[src/rtl/instr_encoder.sv]
// instr_encoder: packs RV32 R/I/L/S fields into 32-bit words and writes them
// sequentially into an instruction memory with a per-word ack handshake.
module instr_encoder #(
    parameter int DEPTH = 64,
    parameter int AW    = $clog2(DEPTH)
) (
    input  logic          clk,
    input  logic          n_rst,
    input  logic          in_valid,
    output logic          in_ready,
    input  logic [1:0]    fmt,
    input  logic [4:0]    rd,
    input  logic [4:0]    rs1,
    input  logic [4:0]    rs2,
    input  logic [2:0]    funct3,
    input  logic [6:0]    funct7,
    input  logic [31:0]   imm,
    input  logic          clear,
    output logic          mem_we,
    output logic [AW-1:0] mem_addr,
    output logic [31:0]   mem_wdata,
    input  logic          mem_ack,
    output logic [AW:0]   count,
    output logic          full,
    output logic          err
);

    localparam logic [0:0] IDLE  = 1'b0;
    localparam logic [0:0] WRITE = 1'b1;

    localparam logic [1:0] FMT_R = 2'b00;
    localparam logic [1:0] FMT_I = 2'b01;
    localparam logic [1:0] FMT_L = 2'b10;
    localparam logic [1:0] FMT_S = 2'b11;

    localparam logic [6:0] OP_R = 7'b0110011;
    localparam logic [6:0] OP_I = 7'b0010011;
    localparam logic [6:0] OP_L = 7'b0000011;
    localparam logic [6:0] OP_S = 7'b0100011;

    localparam logic [AW:0] FULL_CNT = (AW+1)'(DEPTH);

    logic [0:0]    state;
    logic [AW-1:0] ptr;
    logic [31:0]   enc;
    logic          imm_ok;
    logic          reject;
    logic          accept;

    assign full     = (count == FULL_CNT);
    assign in_ready = n_rst && (state == IDLE) && !full && !clear;
    assign accept   = in_valid && in_ready;

    // A 12-bit signed immediate means bits 31..11 are all copies of the sign.
    assign imm_ok = (imm[31:11] == '0) || (imm[31:11] == '1);
    assign reject = (fmt != FMT_R) && !imm_ok;

    always_comb begin
        enc = '0;
        unique case (fmt)
            FMT_R: enc = {funct7, rs2, rs1, funct3, rd, OP_R};
            FMT_I: enc = {imm[11:0], rs1, funct3, rd, OP_I};
            FMT_L: enc = {imm[11:0], rs1, funct3, rd, OP_L};
            FMT_S: enc = {imm[11:5], rs2, rs1, funct3, imm[4:0], OP_S};
            default: enc = '0;
        endcase
    end

    always_ff @(posedge clk) begin
        if (!n_rst) begin
            state     <= IDLE;
            ptr       <= '0;
            count     <= '0;
            err       <= 1'b0;
            mem_we    <= 1'b0;
            mem_addr  <= '0;
            mem_wdata <= '0;
        end else begin
            unique case (state)
                IDLE: begin
                    if (clear) begin
                        ptr   <= '0;
                        count <= '0;
                        err   <= 1'b0;
                    end else if (accept) begin
                        if (reject) begin
                            err <= 1'b1;
                        end else begin
                            mem_wdata <= enc;
                            mem_addr  <= ptr;
                            mem_we    <= 1'b1;
                            state     <= WRITE;
                        end
                    end
                end
                WRITE: begin
                    // Outputs hold until the memory acknowledges the word.
                    if (mem_ack) begin
                        ptr    <= ptr + AW'(1);
                        mem_we <= 1'b0;
                        state  <= IDLE;
                        if (count != FULL_CNT) begin
                            count <= count + (AW+1)'(1);
                        end
                    end
                end
                default: begin
                    state  <= IDLE;
                    mem_we <= 1'b0;
                end
            endcase
        end
    end

endmodule
[config.mk]
export PLATFORM = sky130hd
export DESIGN_NAME = instr_encoder
export DESIGN_NICKNAME = d
export VERILOG_FILES = /design/src/rtl/instr_encoder.sv
export SDC_FILE = /design/constraint.sdc
export NUM_CORES = 1
export LEC_CHECK = 0
export CORE_UTILIZATION = 25
export CTS_CLUSTER_SIZE = 10
export DETAILED_ROUTE_END_ITERATION = 16
export HOLD_SLACK_MARGIN = 0.15
export PLACE_DENSITY = 0.48
export SKIP_LAST_GASP = 1
export SLEW_MARGIN = 5
export SYNTH_ARGS = -nofsm -noshare
export SYNTH_HDL_FRONTEND = slang
export SYNTH_SLANG_ARGS = --single-unit
[constraint.sdc]
create_clock -name clk -period 5.2 [get_ports clk]
set_input_delay 1.04 -clock clk [delete_from_list [all_inputs] [get_ports clk]]
set_output_delay 1.04 -clock clk [all_outputs]
set_load 0.05 [all_outputs]
==> results.md <==
- Share of the synthesized area in compound gates (AO/OA/AOI/OAI): 25.8%
- Total detailed-routing wirelength: 8200 um
- Most common cell after layout, fill and taps aside: clkdlybuf4s50_1
- Area of the multi-input gates: 0.00159 mm^2
- Final hold violation count: 0
- Post-Synthesis Cell Area: 0.00276 mm^2
- Gr ovfl total: 0
- Vertical die dimension: 107 um
- Setup repair after global routing missed its margin: false
- Synth-to-Final Area Change: 45.0%
- Count of cells along the worst register-to-register path: 6
- Number of vias per cell: 5.00
- Outcome: finished, final reports clean
- Reported net switching power: 241 uW
- Antenna Cells: 0
- Post-CTS setup buffer count: 0
- Unique masters post-synth: 46
- Number of H-tree levels: 2
- Tightest hold margin: 474 ps
- Sequential cell fraction of total power: 46.6%
- Number of standard-cell rows in the floorplan: 38
- Overall die width: 107 um
- Beginning of the worst register-to-register path: count[0]
- Layout cell share with drive strength beyond 1: 5.19%
- Total iterations of the first detailed-routing run: 4
- Main combinational cell family by area after synthesis: compound AO/OA/AOI/OAI gates
- Number of design-rule violations left by the first detailed-router iteration: 115
- Critical Path End Type: primary output
- Most common flop cell mapped by yosys: dfxtp_1
- PD cells: 213 mW/mm^2
- Residual antenna-violating net count after detailed routing: 0
- Worst slew pin tran: 1180 ps
- Endpoint arrival time on the critical path: 2600 ps
- Rel. slew slack: 21.0%
- Number of fill cells: 1143
- Area of the core: 0.0108 mm^2
- Post-synthesis share of cell area spent on xor and xnor gates: 2.85%
- YS warnings: 0
- Count of flip-flops with a built-in enable after synthesis: 0
- Fraction of power consumed by combinational cells: 20.4%
- Worst R2R End: mem_wdata[31]
- Maximum number of buffers from clock root to sink: 2
- Starting utilization of the core area: 25.6%
- Post-layout minimum cycle time: 3640 ps
- Total global-route track usage: 14.5%
- Net Sw Frac: 28.3%
- HPWL after detailed placement: 6000 um
- Total of cells resized after clock tree synthesis: 0
- Post-Synth Adder-Cell Area: 3.62%
- Clock group share of total power: 33.0%
- Sequential-to-total area share from yosys stat: 36.2%
- Termination of the worst setup path: in_ready
- Largest net degree at the start of global routing: 57
- First-pass GRT wire length: 13300 um
- DR vias: 2819
- Clock tree from TritonCTS: yes
- Leading area contributor after synthesis: dfxtp_1
- Post-placement cell count: 556
- Total die area: 0.0115 mm^2
- Worst Setup Path Type: input port to primary output
- Category of the worst setup path launch point: input port
- Largest fanout of any net on the critical path: 3
- Commonest cells after routing, fill and taps aside: 108 x clkdlybuf4s50_1, 50 x dfxtp_1, 43 x nand2_1
- Setup TNS Final: 0 ps
- Cells after synthesis: 329
- Placer congestion estimate: 0.712
- Maximum resistive drop on vdd: 116 uV
- Final setup vio count: 0
- Mux cell area share after synthesis: 0%
- Root Buffer Master: clkbuf_8
- Flip-flop and latch area: 0.00100 mm^2
- Clock latency reported for the late side of the worst-skew pair: 300 ps
- Min setup slack post-route: 1560 ps
- Source of the critical timing path: clear
- Register bit count reported by yosys: 50
- Max-slew violations: 0
- Average instance area after synthesis: 8.40 um^2
- Max capacitance violation total: 0
- Data required time at the worst endpoint: 4160 ps
- Remaining DRCs: 0
- Clock sink count: 50
- Clock slew at the register clock pins of the worst setup and hold paths: 100 ps
- Register-to-register setup slack: 2700 ps
- Clock buffer count from CTS: 5
- Static leakage: 1.58 nW
- Nets@finish: 495
- Count of buffers inserted at the top-level ports: 109
- Top-level port count: 113
- Final routed wire length divided by cell count: 14.5 um
- Vias in the first global route: 2641
- Most area-consuming cells after synthesis: dfxtp_1 36%, nand2_1 5.8%, nor2_1 4.9%, o211ai_1 4.9%, o211a_1 4.7%
- Hold_buf cts: 0
- Clock tree skew after final layout: 5.77 ps
- Top cell type's share of synthesized area: 36.2%
- Simple-gate share of the synthesized area: 24.5%
- Share of async-settable or async-resettable flops after synthesis: 0%
- Hold WC Path Type: flip-flop to flip-flop
- Final worst-path cycle share: 70.1%
- Highest attainable clock frequency: 0.274 GHz
- Design internal power: 612 uW
- Setup WS pre-CTS: 1480 ps
- Final cell count without fillers: 564
- Total power of the final layout: 854 uW
- Antenna violations before repair: 0
[through the flow]
stage / util (%) / area [um^2]
6_report: 37.1 / 4010
4_1_cts: 37.1 / 4010
5_1_grt: 37.1 / 4010
2_1_floorplan: - / 2770
3_5_place_dp: 36.1 / 3890
3_3_place_gp: 36.1 / 3890
[cells in the mapped netlist (2+ instances only)]
master,number
a22oi_1,16
buf_4,6
ha_1,8
buf_2,4
clkbuf_1,12
a31oi_1,2
o311ai_1,3
o211ai_1,18
nor4_1,4
and3_1,15
nor3_1,2
o311ai_0,11
nand3_1,9
xor2_1,9
and2_1,4
nand2_1,43
buf_8,2
inv_1,7
buf_6,2
nor2_1,36
dfxtp_1,50
nand4_1,13
a21oi_1,18
o211a_1,13
[power groups by stage]
stage               registers [mW]  logic [mW]  clock network, mW
floorplan                    0.437      0.0603                  0
global placement             0.407       0.175                  0
detailed placement           0.407       0.176                  0
CTS                          0.398       0.176              0.294
global route                 0.400       0.187              0.306
finish                       0.398       0.174              0.281
[flip-flops by register name, indices dropped and copies added (netlist names)]
register	cells
count	7
mem_we	1
ptr	6
mem_addr	6
mem_wdata	28
err	1
state	1
[layout make-up]
class / count / area share, %
Tap cell: 140 / 4.37
Timing Repair Buffer: 111 / 27.5
Clock inverter: 3 / 1.12
Multi-Input combinational cell: 248 / 39.6
Clock buffer: 5 / 1.72
Inverter: 7 / 0.656
Sequential cell: 50 / 25.0
[cells by family (layout without fill, tap and decap cells)]
kind of cell    Yosys count  count (layout)
compound gates           91              91
xor+xnor                  9               9
fa+ha+maj                 8               8
buf+inv                  33             126
flops                    50              50
other cells               1               3
simple gates            137             137
[worst max-delay path, cell delays in order]
cell	delay [ps]
clkdlybuf4s50_1	430
nor4_1	280
clkdlybuf4s50_1	850
[metal layers]
layer	vias to the layer above	part of all wire [%]	routed length, um	GRT usage [%]
met1	1317	46	3800	18.6
met4	0	1.2	102	3.91
met2	96	46	3790	24.5
met3	8	6.1	502	3.16
met5	-	0	0	0
li1	1398	-	-	-
[worst min path at each step]
stage | start | endpoint | slack [ps] | cells past startpoint
floorplan | ptr[5] | ptr[5] | 470 | 2
global placement | err | err | 450 | 2
detailed placement | mem_we | mem_we | 460 | 2
CTS | mem_we | mem_we | 480 | 2
global route | mem_we | mem_we | 490 | 2
finish | mem_we | mem_we | 470 | 2
Power figures use the tool's default switching activity.
